==> config.mk <==
export PLATFORM = sky130hd
export DESIGN_NAME = instruction_fetch_unit
export DESIGN_NICKNAME = d
export VERILOG_FILES = /design/src/rtl/fetch_pkg.sv /design/src/rtl/pc_legal_check.sv /design/src/rtl/instruction_fetch_unit.sv
export SDC_FILE = /design/constraint.sdc
export NUM_CORES = 1
export LEC_CHECK = 0
export CORE_ASPECT_RATIO = 0.7
export CORE_MARGIN = 2
export CORE_UTILIZATION = 54
export DETAILED_ROUTE_END_ITERATION = 7
export PLACE_DENSITY = 0.89
export RECOVER_POWER = 100
export SYNTH_ARGS = -nofsm -noshare
export SYNTH_HDL_FRONTEND = slang
export SYNTH_SLANG_ARGS = --single-unit
==> constraint.sdc <==
create_clock -name clk -period 9.7 [get_ports clk]
set_input_delay 1.94 -clock clk [delete_from_list [all_inputs] [get_ports clk]]
set_output_delay 1.94 -clock clk [all_outputs]
set_load 0.01 [all_outputs]
==> src/rtl/fetch_pkg.sv <==
// Shared types and constants for the instruction fetch stage.
package fetch_pkg;

  typedef enum logic [1:0] {
    BOOT = 2'd0,
    RUN  = 2'd1,
    HALT = 2'd2
  } fetch_state_t;

  localparam logic [31:0] NOP        = 32'h0000_0013;
  localparam int          INST_BYTES = 4;

endpackage

==> src/rtl/pc_legal_check.sv <==
// Combinational legality test for a fetch address: word aligned and the
// whole 4-byte word inside the instruction memory.
module pc_legal_check #(
  parameter int MEM_BYTES = 96
) (
  input  logic [64:0] addr,
  output logic        legal
);

  localparam logic [64:0] LIMIT = 65'(MEM_BYTES);

  logic aligned;
  logic in_range;

  // addr is 65 bits so a PC+4 that wrapped past 2^64 still compares as huge.
  assign aligned  = (addr[1:0] == 2'b00);
  assign in_range = ((addr + 65'd3) < LIMIT);
  assign legal    = aligned & in_range;

endmodule

==> src/rtl/instruction_fetch_unit.sv <==
// Fetch stage: owns the PC, reads the instruction memory and fills the IF/ID
// register, with stall, redirect and a sticky HALT on illegal fetch addresses.
module instruction_fetch_unit
  import fetch_pkg::*;
#(
  parameter logic [63:0] RESET_PC  = 64'h0,
  parameter int          MEM_BYTES = 96,
  parameter int          CNT_W     = 32
) (
  input  logic             clk,
  input  logic             reset,
  output logic [63:0]      Inst_Address,
  input  logic [31:0]      Instruction,
  input  logic             stall,
  input  logic             redirect_valid,
  input  logic [63:0]      redirect_target,
  output logic [63:0]      if_pc,
  output logic [31:0]      if_inst,
  output logic             if_valid,
  output logic             fetch_fault,
  output logic [CNT_W-1:0] fetch_count,
  output fetch_state_t     state
);

  localparam bit BOOT_OK = (RESET_PC[1:0] == 2'b00) &&
                           (({1'b0, RESET_PC} + 65'd3) < 65'(MEM_BYTES));

  logic [63:0]      pc;
  logic [64:0]      seq_pc;
  logic             seq_legal;
  logic             target_legal;
  fetch_state_t     state_q;
  logic [63:0]      if_pc_q;
  logic [31:0]      if_inst_q;
  logic             if_valid_q;
  logic             fault_q;
  logic [CNT_W-1:0] count_q;

  assign seq_pc = {1'b0, pc} + 65'(INST_BYTES);

  pc_legal_check #(.MEM_BYTES(MEM_BYTES)) u_seq_check (
    .addr  (seq_pc),
    .legal (seq_legal)
  );

  pc_legal_check #(.MEM_BYTES(MEM_BYTES)) u_target_check (
    .addr  ({1'b0, redirect_target}),
    .legal (target_legal)
  );

  // Redirect beats stall; stall freezes PC and IF/ID together. A sequential
  // fetch whose successor is out of range still delivers, then parks the PC.
  always_ff @(posedge clk) begin
    if (reset) begin
      pc         <= RESET_PC;
      if_pc_q    <= '0;
      if_inst_q  <= NOP;
      if_valid_q <= 1'b0;
      fault_q    <= 1'b0;
      count_q    <= '0;
      state_q    <= BOOT;
    end else begin
      case (state_q)
        BOOT: begin
          if (BOOT_OK) begin
            state_q <= RUN;
          end else begin
            state_q <= HALT;
            fault_q <= 1'b1;
          end
        end
        RUN: begin
          if (redirect_valid) begin
            if_valid_q <= 1'b0;
            if (target_legal) begin
              pc <= redirect_target;
            end else begin
              state_q <= HALT;
              fault_q <= 1'b1;
            end
          end else if (!stall) begin
            if_pc_q    <= pc;
            if_inst_q  <= Instruction;
            if_valid_q <= 1'b1;
            count_q    <= count_q + CNT_W'(1);
            if (seq_legal) begin
              pc <= seq_pc[63:0];
            end else begin
              state_q <= HALT;
              fault_q <= 1'b1;
            end
          end
        end
        HALT: begin
          if_valid_q <= 1'b0;
          if (redirect_valid && target_legal) begin
            pc      <= redirect_target;
            fault_q <= 1'b0;
            state_q <= RUN;
          end
        end
        default: begin
          if_valid_q <= 1'b0;
          fault_q    <= 1'b1;
          state_q    <= HALT;
        end
      endcase
    end
  end

  assign Inst_Address = pc;
  assign if_pc        = if_pc_q;
  assign if_inst      = if_inst_q;
  assign if_valid     = if_valid_q;
  assign fetch_fault  = fault_q;
  assign fetch_count  = count_q;
  assign state        = state_q;

endmodule

Word-level counts from Yosys, hierarchy flattened
Cells that the tools add are included.

word-level totals
  register bits after elaboration = 196
  output and inout port bits = 196
  word-level logic and storage cells = 57

cells by class
  add/sub/neg operators = 4
  $lt $le $gt $ge = 2
  equal/unequal tests = 8
  multiplexer cells = 21
  bitwise logic cells = 5
  reductions and logical operators = 10

operator list
  operator                 number
  $mux W64                 5
  $lt A65 B7 Y1 const B    2
  $pmux W64 S2             1
  $add A64 B2 Y65 const B  1
  $add A64 B3 Y65 const B  1
  $add A65 B2 Y65 const B  1
  $add A32 B1 Y32 const B  1
  $ne A3 B3 Y1 const B     5
  $mux W2                  5
  $reduce_and A5 Y1        2
  $mux W1                  7
  $logic_not A2 Y1         3
  $pmux W2 S3              1
  $reduce_and A4 Y1        1
  $not A1 Y1               3
  $pmux W1 S3              1
  $reduce_and A3 Y1        1
  $and A1 B1 Y1            2
  $eq A2 B1 Y1 const B     1
  $eq A2 B2 Y1 const B     1
  $ne A2 B2 Y1 const B     1
  $pmux W1 S2              1
  $reduce_and A2 Y1        1
  $reduce_bool A2 Y1       1
  $logic_and A1 B1 Y1      1

Depth between registers and ports, before layout
Gate-level depths: netlist (run 1).

  depth in word-level cells = 8
  depth in mapped cells = 18
  depth with buffers taken out = 14

Hierarchy
A second synthesis (run 1) with hierarchy kept.

second synthesis, totals
  cell total of the unflattened synthesis = 1768
  area, all modules = 12756.0 sq um

by module, submodules not included
  module                            instances  cells each  area each (sq um)  sequential area each (sq um)
  instruction_fetch_unit            1          1309        9887.0             3923.8
  pc_legal_check at u_seq_check     1          235         1465.2             0.0
  pc_legal_check at u_target_check  1          224         1403.8             0.0

Worst setup path after synthesis (run 1)
Ideal clock, no wire load.

  path kind = input -> register
  from = in redirect_target[2]
  to = reg state_q[1], in the netlist state[1]
  data arrival time = 5.446 ns
  slack = 4.131 ns
  cell stages on the path = 13
  buffers on the path = 0
  cells stage by stage = nand4_1 nor4_2 nand4_1 nor4_1 nand3_1 a211o_1 nor4_1 nand4_1 nor4b_2 nor3b_1 a311oi_1 nand2_1 mux2_1

between the ends
  longest elaborated chain between the ends = 6
  elaborated cells on any way between the ends = 7
  those cells by class = add/sub (1); order compare (1); eq/ne (2); bitwise (1); reduce/logical (2)

RTL lines
  element                        line                           RTL
  start: declaration             instruction_fetch_unit.sv:16   input logic [63:0] redirect_target,
  $add A64 B2 Y65 *              pc_legal_check.sv:17           assign in_range = ((addr + 65'd3) < LIMIT);
  $lt A65 B7 Y1 *                pc_legal_check.sv:17
  $and A1 B1 Y1 *                pc_legal_check.sv:18           assign legal = aligned & in_range;
  $logic_and A1 B1 Y1            instruction_fetch_unit.sv:96   if (redirect_valid && target_legal) begin
  $ne A2 B2 Y1 (no line)         -
  $reduce_and A4 Y1 (no line) *  -
  end signal: assignment         instruction_fetch_unit.sv:89   state_q <= HALT;
  end signal: assignment         instruction_fetch_unit.sv:99   state_q <= RUN;
  end signal: assignment         instruction_fetch_unit.sv:105  state_q <= HALT;
  end: declaration               instruction_fetch_unit.sv:32   fetch_state_t state_q;

Mark *: on every way between the ends. The rest lies on a longest branch, timed or not.
A chain may end at the register's enable or synchronous reset.

Final worst setup path (run 1)
  from = in redirect_target[2]
  to = reg pc[45], in the netlist Inst_Address[45]

between the ends
  longest elaborated chain between the ends = 6
  elaborated cells on any way between the ends = 7
  those cells by class = add/sub (1); order compare (1); eq/ne (2); bitwise (1); reduce/logical (2)

RTL lines
  element                        line                          RTL
  $add A64 B2 Y65 *              pc_legal_check.sv:17
  $lt A65 B7 Y1 *                pc_legal_check.sv:17
  $and A1 B1 Y1 *                pc_legal_check.sv:18
  $logic_and A1 B1 Y1            instruction_fetch_unit.sv:96
  $ne A2 B2 Y1 (no line)         -
  $reduce_and A5 Y1 (no line) *  -
  end signal: assignment         instruction_fetch_unit.sv:76  pc <= redirect_target;
  end signal: assignment         instruction_fetch_unit.sv:87  pc <= seq_pc[63:0];
  end signal: assignment         instruction_fetch_unit.sv:97  pc <= redirect_target;
  end: declaration               instruction_fetch_unit.sv:28  logic [63:0] pc;

Marked as above.

==> flow_summary_export.csv, run 1 <==
group,metric,value,unit
detailed_routing,met1_length,18300,µm
worst_setup_path,r2r-start,"Inst_Address[5]$_SDFFE_PP0P_",
detailed_routing,wl_per_cell,20.4,µm
pwr,p_per_area,124,nW/µm²
pwr,p_clk_share,40.3,%
detailed_routing,drt_iter0_markers,1657,
die,die_y,128,µm
worst_hold_path,hold_path.class,"reg -> reg",
clock_network,cts_sinks,196,
timing,hold_viol,0,
detailed_routing,drtAntennaViolNets,0,
grt,grt_max_degree,87,
pwr,sequentialPowerShare,44.8,%
clock_network,root_buffer,"clkbuf_16",
status,violations,"max-capacitance violations, max-slew violations",
grt,grtUsageTotal,35.7,%
timing,fin_worst_skew,0.0113,ns
worst_setup_path,reg2reg_depth,13,
detailed_routing,wirelength,42400,µm
layout,layout_commonest_cell,"nand2_1",
timing,setup_slack,1.66,ns
clock_network,hold_buffers,0,
pwr,switching_share,29.4,%
pwr,switchingPower,0.000560,W
worst_setup_path,r2r_end,"Inst_Address[45]$_SDFFE_PP0P_",
logic_synthesis,synth-compound-area-share,13.9,%
logic_synthesis,synthArstFlopShare,0,%
timing,grt_setup_unrepaired,"no",
clock_network,cts_tree,"built",
detailed_routing,viasPerCell,6.21,
logic_synthesis,synthTopCellsByArea,"dfxtp_1, nand2_1, a21oi_1, xnor2_1, xor2_1",
grt,antenna_found_initial,1,
timing,max_slew_margin,-107,%
worst_setup_path,path_class,"in -> reg",
logic_synthesis,avgSynthCellArea,7.57,µm²
logic_synthesis,synth.distinct_cells,86,
logic_synthesis,synth-seq-cells,196,
logic_synthesis,ys_seq_area_share,33.2,%
pwr,leakage,5.60,nW
timing,period_share,82.9,%
detailed_routing,vias,12900,
die,die_x,181,µm
status,outcome,"finished with violations",
clock_network,clockBufferDepth,2,
detailed_routing,first_pass_iters,8,
logic_synthesis,synthCells,1564,
logic_synthesis,synth.mux.area_fraction,1.51,%
worst_setup_path,crit_start,"redirect_target[2]",
worst_setup_path,worstPathArrival,8.38,ns
detailed_routing,wl_met3,4570,µm
die,core_area,21600,µm²
worst_setup_path,endpoint_kind,"flip-flop",
logic_synthesis,synth_xor_area_share,7.55,%
detailed_routing,top_layer_used,"met4",
logic_synthesis,synth-warning-count,0,
logic_synthesis,synth_ff_type,"dfxtp_1",
job,maxCapViolCount,1,
logic_synthesis,synth_area_leader_cell,"dfxtp_1",
worst_setup_path,critical_path_peak_fanout,41,
timing,period_needed,8.04,ns
timing,tightest_slew,3.11,ns
logic_synthesis,synthSimpleGateAreaFrac,38.4,%
grt,grt-ovfl-total,0,
placement,gp_congestion,0.978,
clock_network,numCtsBuffers,17,
timing,fmax,124,MHz
clock_network,h-tree-depth,4,
clock_network,cts_resized,0,
placement,place_area,14700,µm²
timing,setup_viol,0,
logic_synthesis,synth_nets,1671,
logic_synthesis,yosys.area_share.adder,0.740,%
die,initial_core_util,54.7,%
layout,final_area,15300,µm²
worst_hold_path,hold_start,"if_inst[18]$_SDFFE_PP0P_",
logic_synthesis,synth_top_family_by_area,"simple AND/OR/NAND/NOR gates",
worst_setup_path,start_kind,"input port",
logic_synthesis,synth-edff-count,0,
worst_setup_path,critPathRequiredTime,10.04,ns
die,ioPinCount,296,
placement,io_buffers,295,
detailed_routing,wl_met2,18600,µm
detailed_routing,drc,0,
worst_setup_path,endpoint,"Inst_Address[45]$_SDFFE_PP0P_",
timing,drv_slew,70,
placement,dp_hpwl,32100,µm
pwr,combPwrFrac,14.9,%
clock_network,clk_pin_slew_worst_paths,0.08,ns
layout,post_route_cells_drive_above_1_share,4.67,%
timing,fin_tns_setup,0,ns
layout,fin_nets,1894,
grt,grt_pass1_vias,11800,
layout,syn_to_final_growth,29.4,%
die,die-area,23100,µm²
layout,final_cell_mix,"nand2_1, dlygate4sd3_1, dfxtp_1",
pwr,ir_drop,0.000132,V
clock_network,post_cts_buffers,0,
placement,post-place-ws,2.42,ns
logic_synthesis,netlist.area_leader.share,33.2,%
logic_synthesis,syn-cell-area,11800,µm²
pwr,power.internal,0.00134,W
worst_setup_path,r2r_slack,2.44,ns
clock_network,clock_latency,0.45,ns
die,rows,45,
grt,grt_pass1_wl,65600,µm
## power by group through the flow
stage / sequential, W / combinational [W] / clock, W
after floorplan: 0.000872 / 0.000147 / 0
final: 0.000852 / 0.000284 / 0.000766
after global placement: 0.000870 / 0.000286 / 0
after detailed placement: 0.000870 / 0.000290 / 0
after CTS: 0.000852 / 0.000291 / 0.000771
after global routing: 0.000855 / 0.000307 / 0.000806
## sequential cells by signal, indices dropped and copies added (netlist names)
register      count
fetch_fault       1
Inst_Address     64
if_valid          1
state             2
fetch_count      32
if_pc            64
if_inst          32
## layout make-up
type	count	area [µm²]
flip-flops and latches	196	3920
inverters	24	90.1
clock inverters	15	208
repair buffers	301	2990
clock buffers	17	425
well taps	282	353
diodes	1	2.50
multi-input cells	1247	7330
fillers	1722	6300
## cells in the mapped netlist, drive strengths merged, types with 5 or more instances
master,instances
a211oi,7
a21boi,5
a21o,5
a21oi,130
a31oi,14
and2,57
and3,32
and4,19
buf,46
clkbuf,51
dfxtp,196
ha,7
inv,24
mux2,7
mux2i,10
nand2,291
nand2b,9
nand3,85
nand4,71
nor2,104
nor3,70
nor4,55
nor4b,12
o2111ai,5
o211ai,5
o21ai,23
o22ai,6
o31ai,13
or2,9
or3,17
or4,15
xnor2,53
xor2,49
## critical path, cell delays in order
cell,delay [ns]
dlygate4sd3_1,0.60
nand4_1,0.12
nor4_1,0.97
nand4_1,0.46
nor4_1,0.83
nand3_1,0.16
a211o_1,0.31
nor4_1,0.25
nand4_1,0.16
nor4b_1,1.06
nand3b_1,0.27
o31ai_4,0.35
nor2_2,0.54
and2_1,0.34
## routing by layer
layer | track usage [%] | vias up
met1 | 49.2 | 6093
met3 | 10.1 | 80
li1 | - | 6068
met2 | 54.7 | 699
met5 | 0 | -
met4 | 10.5 | 0
## worst min-delay path by stage
stage	cells past startpoint	endpoint	slack (ns)
final	2	if_inst[18]$_SDFFE_PP0P_	0.45
after global placement	2	if_inst[12]$_SDFFE_PP0P_	0.44
after CTS	2	if_inst[30]$_SDFFE_PP0P_	0.46
after floorplan	2	if_inst[10]$_SDFFE_PP0P_	0.48
after detailed placement	2	if_inst[30]$_SDFFE_PP0P_	0.45
after global routing	2	if_inst[18]$_SDFFE_PP0P_	0.47
## per-stage QoR
step                      cells  hold WS [ns]  util [%]  power [W]
after floorplan            1564         0.481         -    0.00102
after global placement     2050         0.440      68.1    0.00116
after detailed placement   2050         0.445      68.1    0.00116
after CTS                  2082         0.456      71.0    0.00191
after global routing       2083         0.469      70.8    0.00197
final                      2083         0.454      70.8    0.00190
## logic make-up (layout without fill, tap and decap cells)
kind of cell / count (synthesis) / in the layout
buffers and inverters: 121 / 357
other: 0 / 1
flip-flops: 196 / 196
multiplexers: 17 / 17
XOR/XNOR: 102 / 102
AO/OA/AOI/OAI: 258 / 258
adder cells (fa/ha/maj): 7 / 7
AND/OR/NAND/NOR: 863 / 863
(Power assumes the default switching activity.)
==> run 2, diff against run 1 <==
--- a/config.mk
+++ b/config.mk
@@ -7,9 +7,9 @@
 export LEC_CHECK = 0
 export CORE_ASPECT_RATIO = 0.7
 export CORE_MARGIN = 2
-export CORE_UTILIZATION = 54
+export CORE_UTILIZATION = 46
 export DETAILED_ROUTE_END_ITERATION = 7
-export PLACE_DENSITY = 0.89
+export PLACE_DENSITY = 0.8
 export RECOVER_POWER = 100
 export SYNTH_ARGS = -nofsm -noshare
 export SYNTH_HDL_FRONTEND = slang
==> constraint.sdc (replaced) <==
create_clock -name clk -period 7.1 [get_ports clk]
set_input_delay 1.42 -clock clk [delete_from_list [all_inputs] [get_ports clk]]
set_output_delay 1.42 -clock clk [all_outputs]
set_load 0.01 [all_outputs]
==> flow_summary_export.csv, run 2 (synthesis results as in run 1) <==
group,metric,value,unit
clock_network,root_buffer,"clkbuf_16",
clock_network,post_cts_buffers,0,
worst_hold_path,hold_start,"if_inst[6]$_SDFFE_PP0P_",
clock_network,cts_sinks,196,
grt,grtUsageTotal,30.3,%
worst_hold_path,holdPathEnd,"if_inst[6]$_SDFFE_PP0P_",
worst_setup_path,crit_slowest_cell,"or4_1",
layout,fillCellCount,2308,
timing,period_share,89.0,%
pwr,leakage,5.63,nW
clock_network,hold_buffers,0,
status,violations,"max-capacitance violations, max-slew violations",
job,maxCapViolCount,2,
worst_setup_path,path_buf_inv,1,
worst_setup_path,r2r_end,"Inst_Address[22]$_SDFFE_PP0P_",
timing,tightest_slew,4.48,ns
worst_hold_path,hold_path_depth,2,
placement,gp_congestion,1.02,
grt,grt-ovfl-total,0,
grt,antenna_found_initial,1,
grt,grt_pass1_wl,66400,µm
worst_setup_path,cp_top_family,"simple AND/OR/NAND/NOR gates",
worst_setup_path,r2r-start,"Inst_Address[5]$_SDFFE_PP0P_",
worst_setup_path,start_kind,"flip-flop",
layout,syn_to_final_growth,30.6,%
die,ioPinCount,296,
clock_network,cts_tree,"built",
layout,final_cell_mix,"nand2_1, dlygate4sd3_1, dfxtp_1",
timing,drv_slew,172,
detailed_routing,viasPerCell,6.04,
die,die_y,138,µm
clock_network,clock_latency,0.45,ns
timing,fin_worst_skew,0.0132,ns
layout,fin_nets,1902,
detailed_routing,drt_iter0_markers,1518,
pwr,power.total,0.00261,W
status,outcome,"finished with violations",
worst_setup_path,path_class,"reg -> reg",
pwr,ir_drop,0.000158,V
worst_setup_path,reg2reg_depth,13,
placement,io_buffers,295,
worst_hold_path,hold_path.class,"reg -> reg",
detailed_routing,first_pass_iters,6,
layout,post_route_cells_drive_above_1_share,4.92,%
worst_setup_path,critical-path-max-stage-delay,0.76,ns
die,initial_core_util,46.4,%
die,die_x,196,µm
clock_network,h-tree-depth,4,
die,core_area,25500,µm²
worst_setup_path,critPathRequiredTime,7.38,ns
detailed_routing,vias,12900,
timing,hold_ws,0.452,ns
detailed_routing,wirelength,41700,µm
layout,layout_commonest_cell,"nand2_1",
timing,period_needed,6.32,ns
timing,hold_viol,0,
worst_setup_path,r2r_slack,0.78,ns
worst_setup_path,critical_path.most_common_cell,"nand4_1",
layout,final_util,60.6,%
clock_network,clockBufferDepth,2,
detailed_routing,wl_per_cell,19.5,µm
timing,fmax,158,MHz
worst_setup_path,endpoint_kind,"flip-flop",
worst_setup_path,path_cells,"nand4_1 > or4_1 > nor3_1 > xnor2_1 > nor4_4 > nand4_1 > nor4b_1 > mux2i_1 > nor4_1 > nand4_1 > o31ai_4 > clkbuf_1 > nor3_1",
timing,max_slew_margin,-199,%
die,rows,49,
detailed_routing,drtAntennaViolNets,0,
timing,setup_viol,0,
timing,fin_tns_setup,0,ns
clock_network,clk_pin_slew_worst_paths,0.08,ns
worst_setup_path,critical_path_peak_fanout,14,
clock_network,cts_resized,0,
pwr,p_per_area,169,nW/µm²
clock_network,numCtsBuffers,17,
worst_setup_path,worstPathArrival,6.60,ns
placement,dp_hpwl,31400,µm
detailed_routing,drc,0,
die,die-area,27100,µm²
grt,grt_max_degree,97,
timing,grt_setup_unrepaired,"no",
grt,grt_pass1_vias,12000,
[run 2: changes by cell type in the layout (fill, tap and decap cells not counted), moves of 2 or more]
cell      delta
clkbuf_1     +3
clkinv_8     +3
buf_4        +5
inv_6        -2
[run 2: stage by stage]
step,cell area [µm²],setup WS [ns],std cells
after CTS,15500,1.20,2139
after floorplan,11800,2.05,1564
final,15500,0.781,2140
after global placement,14800,1.13,2107
after detailed placement,14800,1.05,2107
after global routing,15500,0.437,2140
[run 2: routing by layer]
metal | global-route usage [%] | wire length [µm] | vias up
li1 | - | - | 6084
met1 | 41.5 | 18200 | 6033
met2 | 46.8 | 18000 | 693
met3 | 8.78 | 4440 | 108
met4 | 8.17 | 1150 | 0
met5 | 0 | 0 | -
[run 2: area by class of cell]
| type | count | area (µm²) | area share (%) |
|---|---|---|---|
| well taps | 331 | 414 | 2.68 |
| inverters | 24 | 90.1 | 0.583 |
| multi-input cells | 1247 | 7330 | 47.4 |
| repair buffers | 309 | 3040 | 19.6 |
| flip-flops and latches | 196 | 3920 | 25.4 |
| diodes | 1 | 2.50 | 0.0162 |
| clock inverters | 15 | 233 | 1.51 |
| clock buffers | 17 | 425 | 2.75 |
[run 2: worst max path at each step]
stage | start | endpoint | slack, ns | depth (start not counted)
after floorplan | redirect_target[2] | state[1]$_SDFFE_PP0P_ | 2.05 | 13
after global placement | redirect_target[2] | Inst_Address[21]$_SDFFE_PP0P_ | 1.13 | 16
after detailed placement | redirect_target[2] | Inst_Address[41]$_SDFFE_PP0P_ | 1.05 | 16
after CTS | Inst_Address[5]$_SDFFE_PP0P_ | Inst_Address[43]$_SDFFE_PP0P_ | 1.20 | 13
after global routing | Inst_Address[5]$_SDFFE_PP0P_ | Inst_Address[22]$_SDFFE_PP0P_ | 0.44 | 13
final | Inst_Address[5]$_SDFFE_PP0P_ | Inst_Address[22]$_SDFFE_PP0P_ | 0.78 | 13
[run 2: where the power goes]
part / total (W) / switching (W) / internal [W]
combinational: 0.000391 / 0.000231 / 0.000161
sequential: 0.00116 / 0.0000303 / 0.00113
clock: 0.00106 / 0.000510 / 0.000551
total: 0.00261 / 0.000771 / 0.00184
[run 2: tightest hold or removal path, delay by kind of cell, from the launching register on]
family	cells	cell delay [ns]
compound gates	1	0.05
simple gates	1	0.05
flops	1	0.31
